===== config.mk =====
export PLATFORM = sky130hd
export DESIGN_NAME = branch_pred_btb
export DESIGN_NICKNAME = d
export VERILOG_FILES = /design/src/rtl/branch_pred_btb.sv
export SDC_FILE = /design/constraint.sdc
export NUM_CORES = 1
export LEC_CHECK = 0
export BUFFER_PORTS_ARGS = -buffer_cell sky130_fd_sc_hd__buf_2
export CORE_UTILIZATION = 50
export DETAILED_ROUTE_END_ITERATION = 16
export HOLD_SLACK_MARGIN = 0.03
export PLACE_DENSITY = 0.7
export SYNTH_ARGS = -nofsm -noshare
export SYNTH_HDL_FRONTEND = slang
export SYNTH_SLANG_ARGS = --single-unit

===== constraint.sdc =====
create_clock -name clk -period 4.3 [get_ports clk]
set_clock_uncertainty 0.15 [all_clocks]
set_input_delay 0.86 -clock clk [delete_from_list [all_inputs] [get_ports clk]]
set_output_delay 0.86 -clock clk [all_outputs]
set_load 0.05 [all_outputs]

===== src/rtl/branch_pred_btb.sv =====
// Direct-mapped branch target buffer with saturating direction counters.
// Optional statistics counters are built when BTB_STATS_EN is defined.
module branch_pred_btb #(
    parameter int PC_W     = 16,
    parameter int IDX_W    = 4,
    parameter int CTR_W    = 2,
    parameter int INIT_CTR = 2,
    parameter int STAT_W   = 16
) (
    input  logic              clk,
    input  logic              rst,
    input  logic              lookup_en,
    input  logic [PC_W-1:0]   lookup_pc,
    output logic              pred_hit,
    output logic              pred_taken,
    output logic [PC_W-1:0]   pred_target,
    input  logic              upd_valid,
    input  logic              upd_is_br,
    input  logic [PC_W-1:0]   upd_pc,
    input  logic              upd_taken,
    input  logic [PC_W-1:0]   upd_target,
    input  logic              upd_pred_taken,
    input  logic [PC_W-1:0]   upd_pred_target,
    output logic              mispredict,
    output logic [PC_W-1:0]   redirect_pc
`ifdef BTB_STATS_EN
    ,
    output logic [STAT_W-1:0] stat_lookups,
    output logic [STAT_W-1:0] stat_hits,
    output logic [STAT_W-1:0] stat_mispred
`endif
);

    localparam int N     = 2 ** IDX_W;
    localparam int TAG_W = PC_W - IDX_W - 1;
    localparam logic [CTR_W-1:0] CTR_MAX = {CTR_W{1'b1}};
    localparam logic [CTR_W-1:0] CTR_INI = CTR_W'(INIT_CTR);
    localparam logic [PC_W-1:0]  PC_TWO  = PC_W'(2);

    logic [N-1:0]     r_valid;
    logic [TAG_W-1:0] r_tag [N];
    logic [PC_W-1:0]  r_tgt [N];
    logic [CTR_W-1:0] r_ctr [N];

    logic [IDX_W-1:0] w_lk_idx;
    logic [TAG_W-1:0] w_lk_tag;
    logic [IDX_W-1:0] w_up_idx;
    logic [TAG_W-1:0] w_up_tag;
    logic             w_up_hit;
    logic             w_act_taken;
    logic [PC_W-1:0]  w_act_next;

    assign w_lk_idx = lookup_pc[IDX_W:1];
    assign w_lk_tag = lookup_pc[PC_W-1:IDX_W+1];
    assign w_up_idx = upd_pc[IDX_W:1];
    assign w_up_tag = upd_pc[PC_W-1:IDX_W+1];
    assign w_up_hit = r_valid[w_up_idx] && (r_tag[w_up_idx] == w_up_tag);

    // Lookup reads the stored arrays directly; no bypass from a same-cycle update.
    always_comb begin
        pred_hit    = !rst && r_valid[w_lk_idx]
                      && (r_tag[w_lk_idx] == w_lk_tag);
        pred_taken  = pred_hit && r_ctr[w_lk_idx][CTR_W-1];
        pred_target = pred_taken ? r_tgt[w_lk_idx]
                                 : lookup_pc + PC_TWO;
    end

    // Resolution check against what IF predicted for this instruction.
    always_comb begin
        w_act_taken = upd_is_br && upd_taken;
        w_act_next  = w_act_taken ? upd_target : upd_pc + PC_TWO;
        mispredict  = upd_valid
                      && ((upd_pred_taken != w_act_taken)
                      || (w_act_taken && (upd_pred_target != upd_target)));
        redirect_pc = w_act_next;
    end

    // Valid bits and counters: reset wins, then train or allocate or evict.
    always_ff @(posedge clk) begin
        if (rst) begin
            r_valid <= '0;
            for (int i = 0; i < N; i++) r_ctr[i] <= '0;
        end else if (upd_valid) begin
            if (upd_is_br && w_up_hit) begin
                if (upd_taken && r_ctr[w_up_idx] != CTR_MAX)
                    r_ctr[w_up_idx] <= r_ctr[w_up_idx] + 1'b1;
                else if (!upd_taken && r_ctr[w_up_idx] != '0)
                    r_ctr[w_up_idx] <= r_ctr[w_up_idx] - 1'b1;
            end else if (upd_is_br && upd_taken) begin
                r_valid[w_up_idx] <= 1'b1;
                r_ctr[w_up_idx]   <= CTR_INI;
            end else if (!upd_is_br && w_up_hit) begin
                r_valid[w_up_idx] <= 1'b0;
            end
        end
    end

    // Tags and targets need no reset; valid bits guard them.
    always_ff @(posedge clk) begin
        if (!rst && upd_valid && upd_is_br && upd_taken) begin
            r_tgt[w_up_idx] <= upd_target;
            if (!w_up_hit) r_tag[w_up_idx] <= w_up_tag;
        end
    end

`ifdef BTB_STATS_EN
    localparam logic [STAT_W-1:0] STAT_MAX = {STAT_W{1'b1}};

    // Saturating event counters.
    always_ff @(posedge clk) begin
        if (rst) begin
            stat_lookups <= '0;
            stat_hits    <= '0;
            stat_mispred <= '0;
        end else begin
            if (lookup_en && stat_lookups != STAT_MAX)
                stat_lookups <= stat_lookups + 1'b1;
            if (lookup_en && pred_hit && stat_hits != STAT_MAX)
                stat_hits <= stat_hits + 1'b1;
            if (mispredict && stat_mispred != STAT_MAX)
                stat_mispred <= stat_mispred + 1'b1;
        end
    end
`endif

endmodule

; ---- After elaboration in Yosys (flattened, before gate mapping)
; Memory sizes are Yosys's and may differ from the RTL's.
; Index checks and enable logic that the tools add are counted.
[classes]
bitwise = 6
n_div = 0
order_cmp = 3
n_shift = 0
n_mux = 38
reduce_logical = 23
eq_ne = 5
mul = 0
addsub = 4
[op_table]
columns = operator, count
row1 = 2-to-1 mux 16 bit, 4
row2 = adder 16 x 2 -> 16 bit (second input constant), 2
row3 = 2-to-1 mux 1 bit, 27
row4 = equality test 11 bit, 2
row5 = AND 16 bit, 1
row6 = inequality test 16 bit, 1
row7 = NOT 16 bit, 1
row8 = OR 16 bit, 1
row9 = logical AND 1 bit, 15
row10 = less-than comparator 4 x 5 -> 1 bit (second input constant), 2
row11 = binary-select mux 1 bit (select 4 bit), 2
row12 = 2-to-1 mux 2 bit, 3
row13 = demux 1 bit (select 4 bit), 1
row14 = >= comparator 4 x 1 -> 1 bit (second input constant), 1
row15 = 2-to-1 mux 4 bit, 1
row16 = nonzero test 2 bit, 2
row17 = logical NOT 1 bit, 3
row18 = AND reduction 3 bit, 1
row19 = adder 2 x 1 -> 2 bit (second input constant), 1
row20 = inequality test 2 bit (second input constant), 1
row21 = OR 1 bit, 2
row22 = OR reduction 2 bit, 1
row23 = subtractor 2 x 1 -> 2 bit (second input constant), 1
row24 = logical OR 1 bit, 1
row25 = other kinds (2), 2
[totals]
regBits = 16
ramBits = 464
in_bits = 71
latch_bits = 0
memories = 3
output_inout_bits = 35
romBits = 0
[mem_list]
columns = name, words, word_bits, read_ports, rd_ports_with_merged_regs, write_ports, line
row1 = r_tgt, 16, 16, 1, 0, 1, 42  ; logic [PC_W-1:0] r_tgt [N];
row2 = r_tag, 16, 11, 2, 0, 1, 41  ; logic [TAG_W-1:0] r_tag [N];
row3 = r_ctr, 16, 2, 2, 0, 16, 43  ; logic [CTR_W-1:0] r_ctr [N];

; ---- Longest topological paths before layout
; An unclocked memory read counts as a cell.
[logic_depth]
depth_word = 13
mapped_depth = 14

; ---- Least setup slack after synthesis
; OpenSTA, ideal clock, no wires.
[synth_timing]
path_type = input port to output port
from = input port lookup_pc[1]
to = output port pred_target[1]
setup_slack_ns = -0.695
cell_stages = 12
n_path_buf = 5
arrival_ns = 3.985
cell_sequence = buf_2 buf_6 buf_2 mux4_2 a211oi_1 a21oi_1 xor2_1 nor4_1 and4b_1 buf_4 buf_6 mux2i_1
[synth_between]
elab_chain_cells = 6
word_cells_on_any_way = 11
[synth_rtl]
columns = element, line
row1 = start: declaration, 13  ; input logic [PC_W-1:0] lookup_pc,
row2 = branches (longest 5 deep; another with memory read (16 x 11 bit)), -
row3 = 2-to-1 mux 16 bit *, 64  ; pred_target = pred_taken ? r_tgt[w_lk_idx]
row4 = end: declaration, 16  ; output logic [PC_W-1:0] pred_target,
; Every way passes the cells marked *. The select of a mux whose other input is x is not followed.

; ---- Final worst setup path
[layout_timing]
from = input port lookup_pc[1]
to = output port pred_target[0]
; The elaborated chain is that of the path after synthesis.

==> flow_metrics.py <==
metrics = {
    "layout": {
        "area_growth_pct": 18.3,
        "drive_gt1_share_pct": 34.8,
        "finish.net_count": 1619,
        "fin_util_pct": 60.2,
        "finish.cell_count_without_fillers": 2173,
        "fin_area_sq_um": 26800,
    },
    "grt": {
        "grt_first_pass_wirelength_mm": 91.6,
        "groute.usage.overall_pct": 27.4,
        "initial_antenna_violation_count": 2,
        "first_global_vias": 13900,
        "grt_util_met3_pct": 5.39,
        "met2_global_route_usage_pct": 43.0,
        "grt_use_met1_pct": 38.4,
        "grt.busiest_layer": "met2",
        "remaining_overflow_grt": 0,
        "grt_start_max_net_pins": 53,
    },
    "floorplanning": {
        "die_y_um": 215,
        "dieArea_sq_um": 46100,
        "top_level_ports": 106,
        "core.rowCount": 77,
        "die_x_um": 215,
        "design.core.area_sq_um": 44400,
        "floorplan.initialDensity_pct": 50.9,
    },
    "setup_path": {
        "cp_data_arrival_time_ns": 3.81,
        "timing.critical_path.fanout_max": 8,
        "critical-path-max-stage-delay_ns": 0.51,
        "crit_path_top_delay_cell": "sky130_fd_sc_hd__mux4_2",
        "critPathLaunchType": "input port",
        "path_class": "in -> out",
        "worst_path_most_repeated_cell": "sky130_fd_sc_hd__buf_12",
        "cp-end-kind": "output port",
        "worstPathCellList": "clkbuf_16, buf_12, buf_12, mux4_2, mux2i_2, nor2_1, a21oi_2, xnor2_1, nor4_2, buf_4, and4b_2, buf_12, mux2_4, buf_8",
        "worstPathRequired_ns": 3.29,
    },
    "clocking": {
        "clock_sink_count": 480,
        "tritoncts": "yes",
        "clk_root_buffer_cell": "sky130_fd_sc_hd__clkbuf_16",
        "cts-hold-fix-buffers": 0,
        "ctsLongestPathBuffers": 3,
        "cts_max_level": 2,
        "clkTransAtPathRegs_ns": 0.06,
        "worstSkewPairLatency_ns": 0.62,
        "number_of_clock_buffers_inserted_by_tritoncts": 48,
    },
    "synth": {
        "synth_area_sq_um": 22600,
        "synth_seq_cells": 480,
        "synthesis.yosys.warnings": 0,
        "average_size_of_a_mapped_cell_sq_um": 16.9,
        "netlist-cell-type-count": 71,
        "synthTopCellsByCount": "464 x sky130_fd_sc_hd__edfxtp_1, 152 x sky130_fd_sc_hd__mux4_2, 80 x sky130_fd_sc_hd__nor2_1",
        "syn-instance-count": 1335,
        "ys_top_cells_by_area": "sky130_fd_sc_hd__edfxtp_1 62%, sky130_fd_sc_hd__mux4_2 15%, sky130_fd_sc_hd__mux2i_1 2.7%",
        "async_reset_ff_share_pct": 0,
        "yosysMostFrequentCell": "sky130_fd_sc_hd__edfxtp_1",
        "post-synth-top-area-fraction_pct": 61.6,
        "postSynth.topFlopCell": "sky130_fd_sc_hd__edfxtp_1",
        "syn-num-nets": 1411,
        "synth_enable_flop_cells": 464,
        "synth_top_cell_by_area": "sky130_fd_sc_hd__edfxtp_1",
        "part_of_the_yosys_area_used_for_sequential_elements_pct": 63.0,
    },
    "power": {
        "power_density_nw_per_um2": 388,
        "p_seq_share_pct": 49.9,
        "power.net_switching_w": 0.00248,
        "combinationalPowerShare_pct": 10.5,
        "vdd.ir_drop.worst_uv": 295,
        "share_clk_of_total_power_pct": 39.6,
        "leakagePower_nw": 8.94,
        "swShare_pct": 23.9,
        "power_report.internal_total_w": 0.00791,
    },
    "sta": {
        "post-route-worst-setup-slack_ns": -0.520,
        "slew-limit-headroom_pct": 55.3,
        "final.period_utilization_pct": 112,
        "hold_slack_ns": 0.357,
        "max_freq_ghz": 0.207,
        "timing_worst_slew_pin_value_ns": 0.670,
        "rsz_0062_raised_after_global_routing": "yes",
        "post-route-min-period_ns": 4.82,
        "drv_slew": 0,
        "timing.final.setup_violations": 18,
        "setup_total_negative_slack_ns": -8.05,
        "report.final.hold_viol_count": 0,
    },
    "worst_hold_path": {
        "worst_hold_path_type": "reg -> reg",
    },
    "outcome": {
        "status": "finished, violations left",
        "violations": "setup timing",
    },
    "route": {
        "avgViaCountPerCell": 6.43,
        "detail_route.wirelength_mm": 62.8,
        "drtAntennaViolNets": 0,
        "routed-via-count": 14000,
        "avgRoutedWirePerCell_um": 28.9,
        "detailedRoute.firstPassIterationCount": 6,
        "detail_route.iter0.violations": 1730,
        "remaining_drc_errors": 0,
    },
    "placed_design": {
        "buffer_ports.inserted": 104,
        "placedInstanceArea_sq_um": 24900,
        "dp_hpwl_mm": 41.1,
        "routabilityCongestion": 0.844,
        "dp_cells": 2076,
    },
    "flow_run": {
        "cap_viol_max_count": 0,
    },
}
[state kept, by name, summed over array words and instances (netlist names), named ones only]
signal / count
r_ctr: 32
r_tag: 176
r_tgt: 256
[logic make-up (layout without fill, tap and decap cells)]
| family | Yosys count | in the layout | synth area share (%) |
|---|---|---|---|
| flip-flops | 480 | 480 | 63.0 |
| XOR/XNOR | 64 | 64 | 2.51 |
| AO/OA/AOI/OAI | 162 | 162 | 4.65 |
| other | 0 | 4 | 0 |
| AND/OR/NAND/NOR | 262 | 262 | 5.71 |
| multiplexers | 258 | 258 | 21.2 |
| adder cells (fa/ha/maj) | 5 | 5 | 0.277 |
| buffers and inverters | 104 | 346 | 2.66 |
[area by class of cell]
| class | instances | area [sq um] |
|---|---|---|
| Antenna cell | 4 | 10.0 |
| Clock buffer | 61 | 1270 |
| Clock inverter | 23 | 258 |
| Fill cell | 3195 | 17700 |
| Inverter | 11 | 41.3 |
| Multi-Input combinational cell | 751 | 7930 |
| Sequential cell | 480 | 14300 |
| Tap cell | 592 | 741 |
| Timing Repair Buffer | 251 | 2250 |
[through the flow]
step	power, W	worst slack (ns)
finish	0.0104	-0.520
global route	0.0106	-0.553
CTS	0.0104	-0.491
detailed placement	0.00633	-0.640
global placement	0.00631	-0.658
floorplan	0.00594	-0.113
[repair_timing]
action / 4_1_cts / 5_1_grt
setup buffers: 2 / 8
resized for setup: 51 / 12
pin swaps: 1 / 4
endpoints found under the hold margin: 0 / 0
setup endpoints to repair: 18 / 20
gates cloned: 1 / 0
[final timing paths]
| kind | cells after the start | endpoint | slack, ns | from |
|---|---|---|---|---|
| worst min register to register | 2 | register | 0.36 | register |
| worst min-delay path | 2 | register | 0.36 | register |
| worst max register to register | 8 | r_ctr[15][1] | 0.93 | r_tag[13][5] |
| worst max-delay path | 14 | pred_target[0] | -0.52 | lookup_pc[1] |
[power by group through the flow]
stage	registers (W)	logic [W]	clock network (W)
after floorplan	0.00528	0.000660	0
after global placement	0.00529	0.00103	0
after detailed placement	0.00529	0.00104	0
after CTS	0.00519	0.00107	0.00414
after global routing	0.00519	0.00114	0.00431
final	0.00519	0.00109	0.00412
[layout by cell type (no fill, tap or decap), drive strengths merged, types with 7 or more instances in the layout]
master	netlist	layout
inv	9	12
and3	14	14
nor4	7	7
xnor2	45	45
nor2b	10	10
xor2	19	19
a31o	16	16
nand2	67	67
clkinv	2	19
buf	54	249
nor2	81	81
clkbuf	39	63
nor3	23	23
a211oi	9	9
nand3	29	29
nand4	11	11
a22oi	12	12
edfxtp	464	464
o21ai	51	51
a21oi	49	49
mux4	169	169
mux2	27	27
dfxtp	16	16
mux2i	62	62
[per-layer routing]
metal  wire length [um]  share of wire, %
met2              29800                47
met3               6170               9.8
met1              24600                39
met4               2230               3.6
met5                  0                 0
[worst max-delay path, delay by kind of cell]
family / cells / cell delay (ns)
compound gates: 1 / 0.14
xor+xnor: 1 / 0.11
buf+inv: 6 / 0.89
mux: 3 / 1.07
simple gates: 3 / 0.70
Power figures use the tool's default switching activity.
